$ cat config.mk
export PLATFORM = sky130hd
export DESIGN_NAME = gmii_rx_frame
export DESIGN_NICKNAME = d
export VERILOG_FILES = /design/src/rtl/eth_pkg.sv /design/src/rtl/crc32_d8.sv /design/src/rtl/gmii_rx_frame.sv
export SDC_FILE = /design/constraint.sdc
export NUM_CORES = 1
export LEC_CHECK = 0
export ABC_AREA = 1
export CAP_MARGIN = 0
export CORE_ASPECT_RATIO = 0.6
export CORE_MARGIN = 5
export CORE_UTILIZATION = 60
export CTS_BUF_LIST = sky130_fd_sc_hd__clkbuf_8
export CTS_CLUSTER_SIZE = 20
export DETAILED_ROUTE_END_ITERATION = 10
export PLACE_DENSITY = 0.82
export REMOVE_ABC_BUFFERS = 1
export SYNTH_ARGS = -nofsm -noshare
export SYNTH_HDL_FRONTEND = slang
export SYNTH_SLANG_ARGS = --single-unit
export TNS_END_PERCENT = 5
$ cat constraint.sdc
create_clock -name gmii_rx_clk -period 2.5 [get_ports gmii_rx_clk]
set_clock_uncertainty 0.2 [all_clocks]
set_input_delay 0.5 -clock gmii_rx_clk [delete_from_list [all_inputs] [get_ports gmii_rx_clk]]
set_output_delay 0.5 -clock gmii_rx_clk [all_outputs]
set_load 0.01 [all_outputs]
$ cat src/rtl/eth_pkg.sv
// Shared Ethernet receive/transmit constants and the receive FSM state type.
package eth_pkg;

    localparam logic [7:0]  PREAMBLE_BYTE = 8'h55;
    localparam logic [7:0]  SFD_BYTE      = 8'hD5;

    localparam logic [31:0] CRC32_POLY    = 32'hEDB88320;
    localparam logic [31:0] CRC32_INIT    = 32'hFFFFFFFF;
    localparam logic [31:0] CRC32_RESIDUE = 32'hDEBB20E3;

    // Depth of the delay line that holds back the trailing FCS bytes.
    localparam int unsigned LINE_DEPTH = 5;
    localparam int unsigned FCS_BYTES  = 4;

    typedef enum logic [1:0] {
        IDLE,
        PRE,
        DATA,
        DROP
    } rx_state_e;

endpackage

$ cat src/rtl/crc32_d8.sv
// Combinational one-byte step of the reflected Ethernet CRC-32 (LSB first).
module crc32_d8
    import eth_pkg::*;
(
    input  logic [31:0] crc_i,
    input  logic [7:0]  data_i,
    output logic [31:0] crc_o
);

    logic [31:0] c;

    // Eight serial LFSR steps unrolled into one byte-wide update.
    always_comb begin
        c = crc_i ^ {24'h0, data_i};
        for (int i = 0; i < 8; i++) begin
            c = c[0] ? ((c >> 1) ^ CRC32_POLY) : (c >> 1);
        end
        crc_o = c;
    end

endmodule

$ cat src/rtl/gmii_rx_frame.sv
// GMII receive framer: strips preamble/SFD, checks FCS and length, and emits
// DA..last payload byte as a valid/sop/eop stream with per-frame status.
module gmii_rx_frame
    import eth_pkg::*;
#(
    parameter int MIN_LEN = 64,
    parameter int MAX_LEN = 1518
) (
    input  logic        gmii_rx_clk,
    input  logic        rst_n,
    input  logic        gmii_rx_dv,
    input  logic [7:0]  gmii_rxd,
    output logic        rx_valid,
    output logic [7:0]  rx_data,
    output logic        rx_sop,
    output logic        rx_eop,
    output logic        rx_err,
    output logic [10:0] rx_len,
    output logic [15:0] good_cnt,
    output logic [15:0] bad_cnt
);

    rx_state_e       state_q, state_d;
    logic [2:0]      pcnt_q, pcnt_d;
    logic [31:0]     crc_q, crc_d, crc_next;
    logic [10:0]     bcnt_q, bcnt_d;
    logic [4:0][7:0] sr_q, sr_d;

    logic            valid_q, valid_d;
    logic [7:0]      data_q, data_d;
    logic            sop_q, sop_d;
    logic            eop_q, eop_d;
    logic            err_q, err_d;
    logic [10:0]     len_q, len_d;
    logic [15:0]     good_q, good_d;
    logic [15:0]     bad_q, bad_d;

    logic            line_full;
    logic            first_out;
    logic            frame_bad;

    crc32_d8 u_crc (
        .crc_i  (crc_q),
        .data_i (gmii_rxd),
        .crc_o  (crc_next)
    );

    // Once the line holds five bytes, its oldest byte is payload, never FCS.
    assign line_full = (bcnt_q >= 11'(LINE_DEPTH));
    assign first_out = (bcnt_q == 11'(LINE_DEPTH));
    assign frame_bad = (crc_q != CRC32_RESIDUE)
                     | (bcnt_q < 11'(MIN_LEN))
                     | (bcnt_q > 11'(MAX_LEN));

    // Next-state, delay-line and output-register logic.
    always_comb begin
        // NOTE: every _d gets a default first, so no path through the case leaves a latch.
        state_d = state_q;
        pcnt_d  = pcnt_q;
        crc_d   = crc_q;
        bcnt_d  = bcnt_q;
        sr_d    = sr_q;
        valid_d = 1'b0;
        data_d  = 8'h00;
        sop_d   = 1'b0;
        eop_d   = 1'b0;
        err_d   = 1'b0;
        len_d   = 11'd0;
        good_d  = good_q;
        bad_d   = bad_q;

        case (state_q)
            IDLE: begin
                if (gmii_rx_dv) begin
                    if (gmii_rxd == PREAMBLE_BYTE) begin
                        state_d = PRE;
                        pcnt_d  = 3'd1;
                    end else begin
                        state_d = DROP;
                    end
                end
            end

            PRE: begin
                if (!gmii_rx_dv) begin
                    state_d = IDLE;
                end else if (gmii_rxd == PREAMBLE_BYTE) begin
                    if (pcnt_q != 3'd7) pcnt_d = pcnt_q + 3'd1;
                end else if (gmii_rxd == SFD_BYTE) begin
                    state_d = DATA;
                    crc_d   = CRC32_INIT;
                    bcnt_d  = 11'd0;
                    sr_d    = '0;
                end else begin
                    state_d = DROP;
                end
            end

            DATA: begin
                if (gmii_rx_dv) begin
                    sr_d  = {sr_q[3:0], gmii_rxd};
                    crc_d = crc_next;
                    if (bcnt_q != 11'h7FF) bcnt_d = bcnt_q + 11'd1;
                    if (line_full) begin
                        valid_d = 1'b1;
                        data_d  = sr_q[4];
                        sop_d   = first_out;
                    end
                end else begin
                    // dv fell: the four newest bytes in the line are the FCS.
                    state_d = IDLE;
                    if (line_full) begin
                        valid_d = 1'b1;
                        data_d  = sr_q[4];
                        sop_d   = first_out;
                        eop_d   = 1'b1;
                        err_d   = frame_bad;
                        len_d   = bcnt_q - 11'(FCS_BYTES);
                        if (frame_bad) bad_d  = bad_q + 16'd1;
                        else           good_d = good_q + 16'd1;
                    end else begin
                        bad_d = bad_q + 16'd1;
                    end
                end
            end

            DROP: begin
                if (!gmii_rx_dv) state_d = IDLE;
            end

            default: state_d = DROP;
        endcase
    end

    // State, delay line and output registers; reset waits out any frame in flight.
    always_ff @(posedge gmii_rx_clk or negedge rst_n) begin
        if (!rst_n) begin
            state_q <= DROP;
            pcnt_q  <= 3'd0;
            crc_q   <= CRC32_INIT;
            bcnt_q  <= 11'd0;
            // NOTE: the shift line is reset with the control state so no X can ever reach rx_data.
            sr_q    <= '0;
            valid_q <= 1'b0;
            data_q  <= 8'h00;
            sop_q   <= 1'b0;
            eop_q   <= 1'b0;
            err_q   <= 1'b0;
            len_q   <= 11'd0;
            good_q  <= 16'd0;
            bad_q   <= 16'd0;
        end else begin
            // NOTE: non-blocking assignments, so every register samples pre-edge values.
            state_q <= state_d;
            pcnt_q  <= pcnt_d;
            crc_q   <= crc_d;
            bcnt_q  <= bcnt_d;
            sr_q    <= sr_d;
            valid_q <= valid_d;
            data_q  <= data_d;
            sop_q   <= sop_d;
            eop_q   <= eop_d;
            err_q   <= err_d;
            len_q   <= len_d;
            good_q  <= good_d;
            bad_q   <= bad_d;
        end
    end

    assign rx_valid = valid_q;
    assign rx_data  = data_q;
    assign rx_sop   = sop_q;
    assign rx_eop   = eop_q;
    assign rx_err   = err_q;
    assign rx_len   = len_q;
    assign good_cnt = good_q;
    assign bad_cnt  = bad_q;

endmodule

==> results of run 1 <==
-- worst paths after layout --
| path | endpoint | startpoint | slack, ps | cells past startpoint |
|---|---|---|---|---|
| setup / recovery | bad_cnt[6] | bad_cnt[6] | 220 | 1 |
| hold / removal | crc_q[28] | crc_q[28] | 300 | 2 |
| setup reg to reg | good_cnt[8] | crc_q[28] | 290 | 9 |
| hold reg to reg | crc_q[28] | crc_q[28] | 300 | 2 |
| max in group asynchronous | crc_q[15] | rst_n | 1060 | 3 |
| min in group asynchronous | sr_q[1] | rst_n | 350 | 2 |
-- cells in the final DEF, fill, tap and decap left out, types with 2 or more instances in the layout --
master,netlist,final
clkinv_4,0,4
nand3_2,2,2
o21ai_1,6,6
o21ai_0,27,27
dfrtp_1,106,106
nand3b_1,2,2
nand2_2,5,5
a21oi_1,6,6
o22ai_1,40,40
nor2_4,3,4
a22oi_1,6,6
a32oi_1,3,3
nand3_1,70,70
buf_12,0,4
nor3_1,18,18
clkbuf_8,0,19
inv_6,0,4
inv_2,5,5
nor2_1,70,70
or2_2,6,6
nand4_1,24,24
clkdlybuf4s50_1,0,64
inv_1,128,128
xor2_1,58,58
nand2_1,263,263
buf_4,8,55
clkinv_2,0,2
ha_1,7,7
nor2_2,5,4
a2bb2oi_1,2,2
dfstp_2,34,34
xnor2_1,22,22
-- through the flow --
step                      hold slack (ps)  cells  area, µm²  total power [mW]
after floorplan                      4.41    926       7450              5.12
after global placement                262   1215       8800              6.16
after detailed placement              260   1215       8800              6.26
after CTS                             301   1248       9200              8.10
after global routing                  321   1248       9200              8.67
final                                 301   1248       9200              8.12
-- where the power goes --
group	switching [mW]	leakage (nW)	total [mW]	internal, mW
clock network	0.953	0.199	1.81	0.860
logic	1.82	2.55	3.12	1.30
registers	0.330	1.78	3.19	2.86
total	3.10	4.53	8.12	5.02
-- registers in the layout, summed over array words and instances, names as in the netlist --
signal,cells
crc_q,32
sr_q,40
bad_cnt,16
rx_len,11
rx_sop,1
bcnt_q,11
state_q,2
good_cnt,16
rx_eop,1
rx_valid,1
rx_data,8
rx_err,1
-- metal layers --
layer | share of wire | up-vias
met5 | 0 | -
met4 | 0.013 | 0
met3 | 0.11 | 32
met2 | 0.41 | 325
met1 | 0.47 | 3136
li1 | - | 3279
-- cell type report --
| type | count | area share |
|---|---|---|
| Clock inverter | 13 | 0.0140 |
| Multi-Input combinational cell | 653 | 0.370 |
| Clock buffer | 19 | 0.0284 |
| Sequential cell | 140 | 0.385 |
| Inverter | 133 | 0.0542 |
| Tap cell | 165 | 0.0224 |
| Timing Repair Buffer | 125 | 0.125 |
-- cells by family after synthesis --
family / Yosys count
simple gates: 473
fa+ha+maj: 7
compound gates: 93
buf+inv: 161
xor+xnor: 80
flops: 140
==> key figures, run 1 <==
Critical path
  – CP Capture Type: output port
  – Worst setup SP type: flop
  – Worst-path fanout max: 7
  – Worst path max stage delay: ~610 ps
  – CP Class: reg2out
  – WP buf/inv: 1
  – Critical-path cell list: clkdlybuf4s50_1
  – WP data required: 1800 ps
  – Worst Path Arrival: 1580 ps
  – Worst path slowest cell: clkdlybuf4s50_1
  – Delay-heaviest family, CP: buffers and inverters

Cells and area
  – ANT cells: 0
  – Util after Layout: 0.753
  – Fin nets: roughly 1100
  – Fill count: 937
  – Area grow syn2layout: 21.0%
  – Register area: around 0.0035 mm²
  – Layout cells sized above 1: 0.143
  – Multi-input logic area: between 0.003 and 0.004 mm²

Global routing
  – GRT Overall Usage: 0.271
  – Grt total ovfl: 0
  – First-pass GRT wire length: around 33000 µm
  – Global route hottest layer: met1
  – Met1 usage: 0.419
  – Largest net degree at the start of global routing: 58
  – Initial antenna violation count: 0
  – Vias in the first global route: 6265
  – Met3 Track Usage GR: 0.0877
  – GR Layer Usage met2: 0.372

Floorplan
  – Chip Width: roughly 160 µm
  – Starting Density: 0.622
  – Core area: ~0.012 mm²
  – FP Rows: 31
  – Die Height: 97.2 µm
  – Die Area: around 0.015 mm²
  – Top Ports: 66

Synth
  – Synth top area share: 0.349
  – Compound-cell area share of the yosys netlist: 0.0732
  – Seq/Total Area, Yosys: 0.466
  – Largest family of logic cells by synthesized area: simple AND/OR/NAND/NOR gates
  – Most common cell in the netlist: nand2_1
  – Async S/R FF share, synth: 1.00
  – Seq cells post-synth: 140
  – Ys flop type: dfrtp_1
  – Synth Area in Adders: 0.0115
  – Synth area leader: dfrtp_1
  – Simple-Gate Fraction of Synth Area: 0.270
  – Top post-synthesis cells by count: nand2_1, inv_1, dfrtp_1
  – Area contributors post-synth: dfrtp_1, nand2_1, dfstp_2
  – Post-Syn Instances: approximately 950
  – XOR/XNOR Fraction of Synth Area: 0.0922
  – Post-synth EDFFs: 0
  – Yosys warning total: 0
  – Mux cell area share after synthesis: 0
  – Netlist cell types: 39
  – Syn_area_per_cell: approximately 8 µm²
  – Mapped cell area: about 0.0076 mm²

STA
  – Final setup TNS: 0 ps
  – Final setup violation count: 0
  – Setup WS post-layout: around 220 ps
  – Min Tclk post-route: ~2300 ps
  – Max frequency: ~440 MHz
  – Final Max Slew Viols: 0
  – RSZ-0062 raised after global routing: false
  – Final period util: 0.913
  – Rel. slew slack: 0.670
  – Final Hold Fails: 0
  – Worst slew pin tran: 490 ps

Routing
  – Total Wirelength: about 20000 µm
  – DR iter-0 viols: 560
  – Vias: about 6800
  – Vias per cell: 5.43
  – Detailed-route wire length per cell: about 16 µm
  – Detailed Routing Iterations Pass 1: 5
  – Post-DRT Antenna Nets: 0
  – DRC: 0

Clocking
  – Post_cts resized: 0
  – Post-CTS Hold Fix Bufs: 1
  – Num CTS Buffers: 17
  – CTS tree: yes
  – Clock Latency Late Sink: 450 ps
  – Max Root-Sink Buffers: 2
  – Post-CTS Setup Bufs: 0
  – Htree depth: 4
  – Register clock-pin slew on the reported worst setup and hold paths: about 90 ps
  – Clk sinks: 140
  – Root buffer cell: clkbuf_8

Pwr
  – LEAKAGE: between 4 and 5 nW
  – Power Density: between 800 and 900 mW/mm²
  – Peak supply drop: roughly 0.7 mV

Placement
  – DPL Wire Length: between 10000 and 15000 µm
  – GPL Wtd Cong: 0.929
  – Worst slack at placement: -63.7 ps
  – Port buffer count: 65

Hold path
  – Hold crit path type: reg2reg

Flow run
  – Max-capacitance violation count: 0

Run status
  – Status: finished clean
Note: power is estimated with default switching activity, not from simulation.
==> run 2, diff against run 1 <==
--- a/config.mk
+++ b/config.mk
@@ -5,16 +5,13 @@
 export SDC_FILE = /design/constraint.sdc
 export NUM_CORES = 1
 export LEC_CHECK = 0
-export ABC_AREA = 1
 export CAP_MARGIN = 0
 export CORE_ASPECT_RATIO = 0.6
 export CORE_MARGIN = 5
-export CORE_UTILIZATION = 60
-export CTS_BUF_LIST = sky130_fd_sc_hd__clkbuf_8
+export CORE_UTILIZATION = 57
 export CTS_CLUSTER_SIZE = 20
 export DETAILED_ROUTE_END_ITERATION = 10
-export PLACE_DENSITY = 0.82
-export REMOVE_ABC_BUFFERS = 1
+export PLACE_DENSITY = 0.8
 export SYNTH_ARGS = -nofsm -noshare
 export SYNTH_HDL_FRONTEND = slang
 export SYNTH_SLANG_ARGS = --single-unit
==> key figures, run 2 <==
STA
  – RSZ-0062 raised after global routing: true (was false)
  – Final setup violation count: 1 (was 0)
  – Final period util: 1.00 (was 0.913)
  – Worst slew pin tran: 612 ps (was 490 ps)
  – Max frequency: 399 MHz (was 438 MHz)
  – Final Hold Fails: 0 (unchanged)
  – WHS: 280 ps (was 301 ps)
  – Final Max Slew Viols: 0 (unchanged)
  – Setup WS post-layout: -3.84 ps (was 218 ps)
  – Rel. slew slack: 0.589 (was 0.670)
  – Min Tclk post-route: 2500 ps (was 2280 ps)
  – Final setup TNS: -3.84 ps (was 0 ps)

Placement
  – Port buffer count: 65 (unchanged)
  – DPL Wire Length: 11000 µm (was 14400 µm)
  – GPL Wtd Cong: 0.917 (was 0.929)
  – Area after DPL: 0.00785 mm² (was 0.00880 mm²)

Clocking
  – Max Root-Sink Buffers: 2 (unchanged)
  – Num CTS Buffers: 17 (unchanged)
  – Htree depth: 4 (unchanged)
  – Root buffer cell: clkbuf_16 (was clkbuf_8)
  – Register clock-pin slew on the reported worst setup and hold paths: 60 ps (was 90 ps)
  – Clk sinks: 140 (unchanged)
  – Clock Latency Late Sink: 420 ps (was 450 ps)
  – CTS tree: yes (unchanged)

Floorplan
  – FP Rows: 30 (was 31)
  – Starting Density: 0.578 (was 0.622)
  – Top Ports: 66 (unchanged)
  – Die Area: 0.0137 mm² (was 0.0151 mm²)
  – Core area: 0.0112 mm² (was 0.0122 mm²)
  – Die Height: 92.6 µm (was 97.2 µm)
  – Chip Width: 148 µm (was 155 µm)

Synth
  – Syn_area_per_cell: 11.5 µm² (was 7.97 µm²)
  – Post-Syn Nets: between 500 and 600
  – Yosys warning total: 0 (unchanged)
  – Ys flop type: dfrtp_1 (unchanged)
  – Area contributors post-synth: dfrtp_1, dfstp_2, xnor2_1 (was dfrtp_1, nand2_1, dfstp_2)
  – Post-synth EDFFs: 0 (unchanged)
  – Most common cell in the netlist: dfrtp_1 (was nand2_1)
  – Top post-synthesis cells by count: dfrtp_1, xnor2_1, nor2_1 (was nand2_1, inv_1, dfrtp_1)
  – Post-Syn Instances: 564 (was 954)
  – Netlist cell types: 50 (was 39)
  – Synth top area share: 0.409 (was 0.349)
  – Seq/Total Area, Yosys: 0.547 (was 0.466)
  – Synth area leader: dfrtp_1 (unchanged)
  – Async S/R FF share, synth: 1.00 (unchanged)
  – Mapped cell area: 0.00648 mm² (was 0.00760 mm²)
  – Seq cells post-synth: 140 (unchanged)

Critical path
  – Worst-path fanout max: 9 (was 7)
  – Worst path max stage delay: 600 ps (was 610 ps)
  – Critical-path cell list: nor4bb_4 > nand3_1 > or4_4 > buf_12 > nor4_2 > xor2_1 (was clkdlybuf4s50_1)
  – CP Capture Type: flop (was output port)
  – Worst Path Arrival: 2640 ps (was 1580 ps)
  – Worst path slowest cell: or4_4 (was clkdlybuf4s50_1)
  – Delay-heaviest family, CP: simple AND/OR/NAND/NOR gates (was buffers and inverters)
  – CP Class: reg2reg (was reg2out)
  – WP data required: 2640 ps (was 1800 ps)
  – WP buf/inv: 1 (unchanged)
  – Worst setup SP type: flop (unchanged)

Cells and area
  – Fin area: 0.00867 mm² (was 0.00920 mm²)
  – Largest register FFs: 40 (unchanged)
  – ANT cells: 0 (unchanged)
  – Area grow syn2layout: 33.7% (was 21.0%)
  – Top Registers: sr_q x40, crc_q x32 (unchanged)
  – Layout cells sized above 1: 0.248 (was 0.143)
  – Fin nets: 714 (was 1088)
  – Most common cell after layout, fill and taps aside: dfrtp_1 (was nand2_1)
  – Most frequent cells in the layout: dfrtp_1, buf_4, xnor2_1 (was nand2_1, inv_1, dfrtp_1)
  – Largest Register: sr_q (unchanged)
  – Util after Layout: 0.772 (was 0.753)

Flow run
  – Max-capacitance violation count: 0 (unchanged)

Hold path
  – Hold crit path type: reg2reg (unchanged)

Routing
  – Detailed-route wire length per cell: 19.7 µm (was 16.0 µm)
  – Post-DRT Antenna Nets: 0 (unchanged)
  – DRC: 0 (unchanged)
  – Detailed Routing Iterations Pass 1: 5 (unchanged)
  – Total Wirelength: 16800 µm (was 20000 µm)
  – Vias per cell: 5.87 (was 5.43)
  – Vias: 5009 (was 6772)
  – DR iter-0 viols: 366 (was 560)

Pwr
  – Peak supply drop: 0.956 mV (was 0.703 mV)
  – LEAKAGE: 3.95 nW (was 4.53 nW)
  – Power Density: 1220 mW/mm² (was 883 mW/mm²)

Global routing
  – Grt total ovfl: 0 (unchanged)
  – Largest net degree at the start of global routing: 55 (was 58)
  – GRT Overall Usage: 0.253 (was 0.271)
  – First-pass GRT wire length: 27100 µm (was 32900 µm)
  – Initial antenna violation count: 0 (unchanged)
  – Vias in the first global route: 5126 (was 6265)

Run status
  – Status: complete, but fails checks (was finished clean)
  – Failing checks: negative setup slack
## run 2: cell count changes in the layout (fill, tap and decap cells not counted), sizes merged, moves of 24 or more
cell   change
nand2    -253
inv      -126
nand3     -54
xnor2     +49
o22ai     -40
a22o      +39
nor2      -32
xor2      -24
## run 2: power breakdown
group	internal [mW]	total [mW]	switching, mW
clock network	1.79	2.77	0.982
logic	2.29	4.40	2.11
registers	2.96	3.44	0.476
total	7.04	10.6	3.56
## run 2: per-layer routing
| layer | vias to the layer above | track usage | share of wire |
|---|---|---|---|
| li1 | 2275 | - | - |
| met1 | 2518 | 0.357 | 0.44 |
| met2 | 191 | 0.393 | 0.47 |
| met3 | 25 | 0.0538 | 0.066 |
| met4 | 0 | 0.0853 | 0.015 |
| met5 | - | 0 | 0 |
## run 2: area by class of cell
class                           instances  area [µm²]
Clock buffer                           20         437
Multi-Input combinational cell        385        2930
Tap cell                              144         180
Timing Repair Buffer                  144        1340
Clock inverter                         12         210
Inverter                                8        30.0
Fill cell                             670        2550
Sequential cell                       140        3550
## run 2: worst paths after layout
path                                    from      endpoint  slack (ps)  cells after the start
worst max-delay path               crc_q[20]  good_cnt[15]          -4                      6
worst min-delay path            good_cnt[15]  good_cnt[15]         280                      1
worst max register to register     crc_q[20]  good_cnt[15]          -4                      6
worst min register to register  good_cnt[15]  good_cnt[15]         280                      1
max in group asynchronous              rst_n     crc_q[17]        1040                      3
min in group asynchronous              rst_n      sr_q[34]         390                      2
## run 2: cell families (layout without fill, tap and decap cells)
logic type,count (synthesis),in the layout,share of synthesized area
AND/OR/NAND/NOR,162,162,0.141
flip-flops,140,140,0.547
AO/OA/AOI/OAI,108,108,0.119
XOR/XNOR,105,105,0.146
buffers and inverters,39,184,0.0272
adder cells (fa/ha/maj),7,7,0.0135
multiplexers,3,3,0.00521
## run 2: repair_timing
action / in CTS / in global routing
buffers inserted: 1 / 0
gates resized for setup: 11 / 14
hold endpoints to repair: 32 / 0
hold buffers: 1 / 0
endpoints found under the setup margin: 12 / 21
pin swaps: 3 / 3
## run 2: per-stage QoR
step | power, mW | worst slack (ps) | cells
floorplan | 6.04 | 110 | 564
global placement | 7.48 | -110 | 819
detailed placement | 7.61 | -213 | 819
CTS | 10.5 | -14.6 | 853
global route | 11.1 | -77.7 | 853
finish | 10.6 | -3.84 | 853
